## config.mk

```make
export PLATFORM = sky130hd
export DESIGN_NAME = pipeline_hazard_unit
export DESIGN_NICKNAME = d
export VERILOG_FILES = /design/src/rtl/pipeline_hazard_unit.sv
export SDC_FILE = /design/constraint.sdc
export NUM_CORES = 1
export LEC_CHECK = 0
export ABC_AREA = 1
export BUFFER_PORTS_ARGS = -buffer_cell sky130_fd_sc_hd__buf_2
export CORE_ASPECT_RATIO = 1.75
export CORE_MARGIN = 2
export CORE_UTILIZATION = 54
export CTS_BUF_LIST = sky130_fd_sc_hd__clkbuf_16
export CTS_CLUSTER_DIAMETER = 30
export DETAILED_ROUTE_END_ITERATION = 7
export PLACE_DENSITY = 0.79
export SYNTH_ARGS = -nofsm -noshare
export SYNTH_HDL_FRONTEND = slang
export SYNTH_SLANG_ARGS = --single-unit
```

## constraint.sdc

```tcl
create_clock -name clk -period 2.1 [get_ports clk]
set_input_delay 0.42 -clock clk [delete_from_list [all_inputs] [get_ports clk]]
set_output_delay 0.42 -clock clk [all_outputs]
set_load 0.03 [all_outputs]
```

## src/rtl/pipeline_hazard_unit.sv

```systemverilog
// Interlock and forwarding controller for the segmented pipeline.
// Tracks destination tags of in-flight instructions (stage 0 = EX) and
// produces load-use stall, branch flush and registered forwarding selects.
module pipeline_hazard_unit #(
  parameter int RA_W       = 5,
  parameter int DEPTH      = 3,
  parameter int LOAD_LAT   = 1,
  parameter int BR_PENALTY = 2,
  parameter int CNT_W      = 16,
  parameter int FWD_W      = $clog2(DEPTH)
) (
  input  logic             clk,
  input  logic             reset,
  input  logic             id_valid,
  input  logic [RA_W-1:0]  id_rs,
  input  logic [RA_W-1:0]  id_rt,
  input  logic             id_use_rs,
  input  logic             id_use_rt,
  input  logic             id_wr,
  input  logic [RA_W-1:0]  id_dest,
  input  logic             id_load,
  input  logic             br_taken,
  output logic             stall,
  output logic             flush,
  output logic [FWD_W-1:0] fwd_a,
  output logic [FWD_W-1:0] fwd_b,
  output logic [CNT_W-1:0] stall_count
);

  localparam int unsigned UD    = DEPTH;
  localparam int unsigned ULAT  = LOAD_LAT;
  localparam int unsigned FC_W  = (BR_PENALTY > 1) ? $clog2(BR_PENALTY) : 1;
  localparam logic [FC_W-1:0] FC_RELOAD = FC_W'(BR_PENALTY - 1);

  // Tag pipeline entries
  logic [DEPTH-1:0] r_valid;
  logic [DEPTH-1:0] r_wr;
  logic [DEPTH-1:0] r_load;
  logic [RA_W-1:0]  r_dest [DEPTH];

  logic [FC_W-1:0]  r_flush_cnt;

  logic             w_found_a, w_found_b;
  logic             w_nrdy_a, w_nrdy_b;
  logic [FWD_W-1:0] w_fwd_a_nxt, w_fwd_b_nxt;
  logic             w_accept;

  // Youngest-match search per source operand; first hit in ascending k wins
  always_comb begin
    w_found_a   = 1'b0;
    w_found_b   = 1'b0;
    w_nrdy_a    = 1'b0;
    w_nrdy_b    = 1'b0;
    w_fwd_a_nxt = '0;
    w_fwd_b_nxt = '0;
    for (int unsigned k = 0; k < UD; k++) begin
      if (!w_found_a && r_valid[k] && r_wr[k] && id_use_rs &&
          (id_rs != '0) && (r_dest[k] == id_rs)) begin
        w_found_a   = 1'b1;
        w_nrdy_a    = r_load[k] && (k < ULAT);
        w_fwd_a_nxt = (k + 1 < UD) ? FWD_W'(k + 1) : '0;
      end
      if (!w_found_b && r_valid[k] && r_wr[k] && id_use_rt &&
          (id_rt != '0) && (r_dest[k] == id_rt)) begin
        w_found_b   = 1'b1;
        w_nrdy_b    = r_load[k] && (k < ULAT);
        w_fwd_b_nxt = (k + 1 < UD) ? FWD_W'(k + 1) : '0;
      end
    end
  end

  // Flush dominates stall; accept only when decode is free to advance
  always_comb begin
    flush    = br_taken | (r_flush_cnt != '0);
    stall    = id_valid & ~flush & (w_nrdy_a | w_nrdy_b);
    w_accept = id_valid & ~stall & ~flush;
  end

  // Shift the tag pipeline; entry 0 takes decode fields or a bubble
  always_ff @(posedge clk) begin
    if (reset) begin
      r_valid <= '0;
      r_wr    <= '0;
      r_load  <= '0;
      for (int unsigned k = 0; k < UD; k++) r_dest[k] <= '0;
    end else begin
      for (int unsigned k = 1; k < UD; k++) begin
        r_valid[k] <= r_valid[k-1];
        r_wr[k]    <= r_wr[k-1];
        r_load[k]  <= r_load[k-1];
        r_dest[k]  <= r_dest[k-1];
      end
      r_valid[0] <= w_accept;
      r_wr[0]    <= w_accept & id_wr;
      r_load[0]  <= w_accept & id_load;
      r_dest[0]  <= id_dest;
    end
  end

  // Forwarding selects for the instruction entering EX; bubbles get 0
  always_ff @(posedge clk) begin
    if (reset) begin
      fwd_a <= '0;
      fwd_b <= '0;
    end else if (w_accept) begin
      fwd_a <= w_found_a ? w_fwd_a_nxt : '0;
      fwd_b <= w_found_b ? w_fwd_b_nxt : '0;
    end else begin
      fwd_a <= '0;
      fwd_b <= '0;
    end
  end

  // Branch flush window; a new taken branch reloads the counter
  always_ff @(posedge clk) begin
    if (reset) begin
      r_flush_cnt <= '0;
    end else if (br_taken) begin
      r_flush_cnt <= FC_RELOAD;
    end else if (r_flush_cnt != '0) begin
      r_flush_cnt <= r_flush_cnt - FC_W'(1);
    end
  end

  // Saturating stall-cycle performance counter
  always_ff @(posedge clk) begin
    if (reset) begin
      stall_count <= '0;
    end else if (stall && (stall_count != '1)) begin
      stall_count <= stall_count + CNT_W'(1);
    end
  end

endmodule

```

# Word level (Yosys, flattened, before mapping)
# Memories as Yosys holds them, arrays and structs flattened.
# Cells that the tools add are included.
# W data, S select, Z words.
# op_classes
n_bitwise	16
n_reduce_logical	38
n_eq_ne	7
add_sub_neg	2
mux	24
# ops
operator	count
$eq A5 B5 Y1	6
$logic_and A1 B1 Y1	28
$mux W1	19
$add A16 B1 Y16 const B	1
$ne A16 B16 Y1 const B	1
$mux W5	3
$reduce_bool A5 Y1	2
$reduce_or A5 Y1	2
$reduce_or A4 Y1	2
$and A1 B1 Y1	6
$not A1 Y1	5
$or A1 B1 Y1	5
$logic_not A1 Y1	4
$mux W2	2
$sub A1 B1 Y1 const B	1
# word_totals
input_bits	23
out_inout_bits	22
memories	1
word_cells	97
regBits	28
ramBits	15
# memory_table
name	depth	word_bits	read_ports	rd_ports_with_merged_regs	write_ports	line	rtl
r_dest	3	5	3	0	3	39	logic [RA_W-1:0] r_dest [DEPTH];

# Logic depth before layout (Yosys ltp)
# depth
ltp_word	26
ltp_mapped	13
depth_no_buf	13

# Least setup slack after synthesis
# OpenSTA, ideal clock, no wires.
# synth_timing
path_type	input to output
startpoint	input port id_use_rt
endpoint	output port stall
path_stages	8
path_slack_ns	0.255
required_ns	1.680
path_buffers	0
t_arrival_ns	1.425
path_cell_list	inv_1 nor2_1 nand3_1 nor2_2 nand2_2 nand2_4 nand2_1 nor2_1
# synth_via
elab_chain_cells	20
elab_cells_between_ends	22
classes_between	mux (5); bitwise (2); reduce/logical (15)
# synth_lines
element	line	rtl
start, declared	18	input logic id_use_rt,
$logic_and A1 B1 Y1 (2 in series)	63	if (!w_found_b && r_valid[k] && r_wr[k] && id_use_rt &&
$logic_and A1 B1 Y1	64	(id_rt != '0) && (r_dest[k] == id_rt)) begin
$mux W1	63	
$logic_not A1 Y1	63	
$logic_and A1 B1 Y1 (4 in series)	63	
$logic_and A1 B1 Y1	64	
$mux W1	63	
$logic_not A1 Y1	63	
$logic_and A1 B1 Y1 (4 in series)	63	
$logic_and A1 B1 Y1	64	
$mux W1 *	63	
$or A1 B1 Y1 *	75	stall = id_valid & ~flush & (w_nrdy_a | w_nrdy_b);
$and A1 B1 Y1 *	75	
end, declared	23	output logic stall,
# Every way passes the cells marked *; elsewhere a longest branch is shown, timed or not.

==> metrics.md <==
| Metric | Value |
|---|---|
| Run status | completed |
| Final-report setup violation count | 0 |
| Final cycle utilization of the critical path | ~97% |
| Cells taking the most area after synthesis | dfxtp_1, nand2_1, inv_1, nor2_1, nand4_1 |
| Worst-case reg-to-reg path depth | 10 |
| Post-synth top cells | nand2_1, inv_1, nor2_1, dfxtp_1, nand4_1 |
| Largest family of logic cells by synthesized area | simple AND/OR/NAND/NOR gates |
| Adder-cell share of the synthesized area | 0.583% |
| Worst hold margin | ~0.34 ns |
| Finished Cell Area | 2590 sq um |
| Source-to-sink clock delay at the later pin of the worst-skew pair | about 0.28 ns |
| Number of antenna violations at the first check in global routing | 0 |
| Number of buffers created by CTS | 5 |
| Static leakage | between 1 and 1.5 nW |
| Power per cell area | about 600 nW/um^2 |
| Worst Hold Path Cells | 3 |
| Core area | about 3800 sq um |
| Actual slew at the worst max-slew pin | 0.457 ns |
| Share of total power consumed by net switching | 24.0% |
| H-tree levels | 2 |
| Net count of the mapped netlist | approximately 320 |
| Share of flip-flops with an asynchronous set or reset after synthesis | 0% |
| Worst hold path type | input port to flop |
| Minimum clock period after layout | 2.04 ns |
| Cell with the most instances after synthesis | nand2_1 |
| Total routed wirelength | 5.09 mm |
| Number of slew-limit violations in the final report | 0 |
| Final Hold Viols | 0 |
| Antenna diode instance count | 0 |
| Fmax | just under 0.5 GHz |
| Drc violations | 0 |
| MaxCap Viol Count | 0 |
| Storage cell area | 726 sq um |
| Gr ovfl total | 0 |
| Post-synthesis mux area share | 0% |
| Sequential fraction of design power | between 40% and 50% |
| Fillers | between 300 and 400 |
| Antenna Violating Nets Remaining | 0 |
| Total number of nets in the final design | around 370 |
| Clk sink count | 36 |
| Most area-hungry cell type in the Yosys netlist | dfxtp_1 |
| XOR/XNOR Fraction of Synth Area | 10.6% |
| Post-route setup slack | a little over 0.06 ns |
| Effective utilization at floorplan | between 50% and 60% |
| R2R Path Start | stall_count[0]$_SDFFE_PP0P_ |
| Sort of element at the end of the critical path | output port |
| Violation count after the first detailed-routing iteration | 70 |
| Clock tree from TritonCTS | yes |
| Count of distinct cell types in the synthesized netlist | 32 |
| Per-instance average area after synthesis | 7.32 sq um |
| Setup slack after placement | 0.131 ns |
| Simple-gate area share of the yosys netlist | around two fifths |
| Post-synthesis instance total | around 300 |
| Global-route wire length before repair | between 8 and 9 mm |
| Combined area of the multi-input logic cells | approximately 1200 sq um |
| Aggregate global-route resource usage | 25.3% |
| Maximum number of pins on one net before global-route repair | 18 |
| Net switching power figure | about 0.37 mW |
| Port buffer count | 44 |
| Longest Clk Path Bufs | 2 |
| Number of top-level pins | between 40 and 50 |
| Hold Crit Start | id_dest[2] |
| EDFF count, synth | 0 |
| Ys Warns | 0 |
| Worst Path Max Fanout | 4 |
| First-pass iteration count of the detailed router | 4 |
| Fraction of final layout cells with drive strength greater than 1 | roughly a third |
| Library cell used as clock root buffer | clkbuf_16 |
| Part of the total power dissipated in combinational logic | approximately 8.4% |
| Routed vias/inst | approximately 5.2 |
| Floorplan die width | 51.6 um |
| Die Ht | just under 90 um |
| Worst Skew | 0.00477 ns |
| Slew Limit Headroom | a little under 70% |
| Critical path startpoint category | flop |
| Mapped Area | approximately 2100 sq um |
| Util after Layout | 67.6% |
| Routed via count | ~2k |
| Clock slew at the register clock pins of the worst setup and hold paths | ~0.06 ns |
| Maximum vdd ir drop | 0.652 mV |
| Setup crit start | r_dest[0][2]$_SDFF_PP0_ |
| Vias in the first global route | ~2.0k |
| Rows | 30 |
| Clock network power share | a little under half |
| Fraction of the mapped netlist area in compound gates | under 10% |
| Cts-stage hold buffer count | 0 |
| Ys flop type | dfxtp_1 |
| Cell internal pwr | between 1 and 1.5 mW |
| Post-synthesis register bit count | 36 |
| Die footprint | about 4500 sq um |
| Worst endpoint required time | roughly 1.7 ns |
| Layout overhead on the synthesized area | 20.7% |
| Total cell area at the placement stage | 2390 sq um |
| Setup TNS | 0 ns |
| Proportion of synthesized chip area in sequential cells | about 34% |
| Mean routed wirelength per cell | between 10 and 15 um |
| Arrival time of the worst setup path | between 1.5 and 2 ns |
| HPWL after DPL | about 3.9 mm |
| Area share of the largest cell type after synthesis | 33.6% |
| Critical path start-end classification | flop to output port |
| Routability-driven placement congestion ratio | between 0.8 and 0.9 |
==> cell type report <==
cell class | count | area share [%]
inverter | 46 | 6.67
timing repair buffer | 50 | 10.5
tap | 48 | 2.32
clock buffer | 5 | 4.84
clock inverter | 3 | 0.725
multi-input combinational | 203 | 46.9
sequential | 36 | 28.0
==> per-layer routing <==
metal | global-route usage (%) | share of wire (%) | vias up
met5 | 0 | 0 | -
li1 | - | - | 1020
met4 | 14.4 | 2.6 | 0
met1 | 24.2 | 37 | 950
met2 | 48.6 | 56 | 56
met3 | 4.12 | 3.7 | 10
==> power groups by stage <==
stage	logic (mW)	clock network, mW	registers [mW]
global route	0.144	0.760	0.710
floorplan	0.0818	0	0.719
CTS	0.130	0.729	0.708
global placement	0.126	0	0.722
detailed placement	0.128	0	0.722
finish	0.130	0.720	0.709
==> final timing paths <==
path | to | slack (ns)
max | stall | 0.06
max reg2reg | stall_count[0]$_SDFFE_PP0P_ | 0.30
min reg2reg | r_valid[1]$_SDFF_PP0_ | 0.44
min | r_dest[0][2]$_SDFF_PP0_ | 0.34
==> flip-flops by register name, summed over array words and instances (netlist names) <==
register	cells
r_wr	2
stall_count	16
fwd_a	2
r_valid	2
r_dest	10
r_load	1
fwd_b	2
r_flush_cnt	1
==> critical path: stages (launching register included) <==
cell and delay [ns]:
dfxtp_2 0.35, xnor2_1 0.16, nand2_1 0.10, nor2_2 0.17, nand2_2 0.11, nand2_4 0.08
nand2_1 0.06, nor2_2 0.16, buf_6 0.15
==> cell usage in the layout, fill, tap and decap left out, types with 11 or more instances in the layout <==
cell type / n
nand3_1: 14
dfxtp_1: 32
inv_1: 42
buf_2: 43
nand4_1: 21
xnor2_1: 11
xor2_1: 15
nand2_2: 13
nor2_1: 37
nand2_1: 46
==> cells by family (layout without fill, tap and decap cells) <==
logic type,after synthesis,after routing
compound gates,16,16
fa+ha+maj,1,1
flops,36,36
buf+inv,54,104
xor+xnor,26,26
simple gates,160,160
==> stage by stage <==
| step | power, mW | std cells |
|---|---|---|
| 3_3_place_gp | 0.848 | 380 |
| 6_report | 1.56 | 391 |
| 4_1_cts | 1.57 | 388 |
| 2_1_floorplan | 0.801 | 293 |
| 5_1_grt | 1.61 | 391 |
| 3_5_place_dp | 0.851 | 380 |
==> what timing repair did <==
| item | 4_1_cts | 5_1_grt |
|---|---|---|
| gates resized for setup | 3 | 8 |
| buffers inserted | 0 | 3 |
| pin swaps | 1 | 3 |
| setup endpoints to repair | 1 | 1 |
No activity file was read; power rests on OpenSTA's default activity.
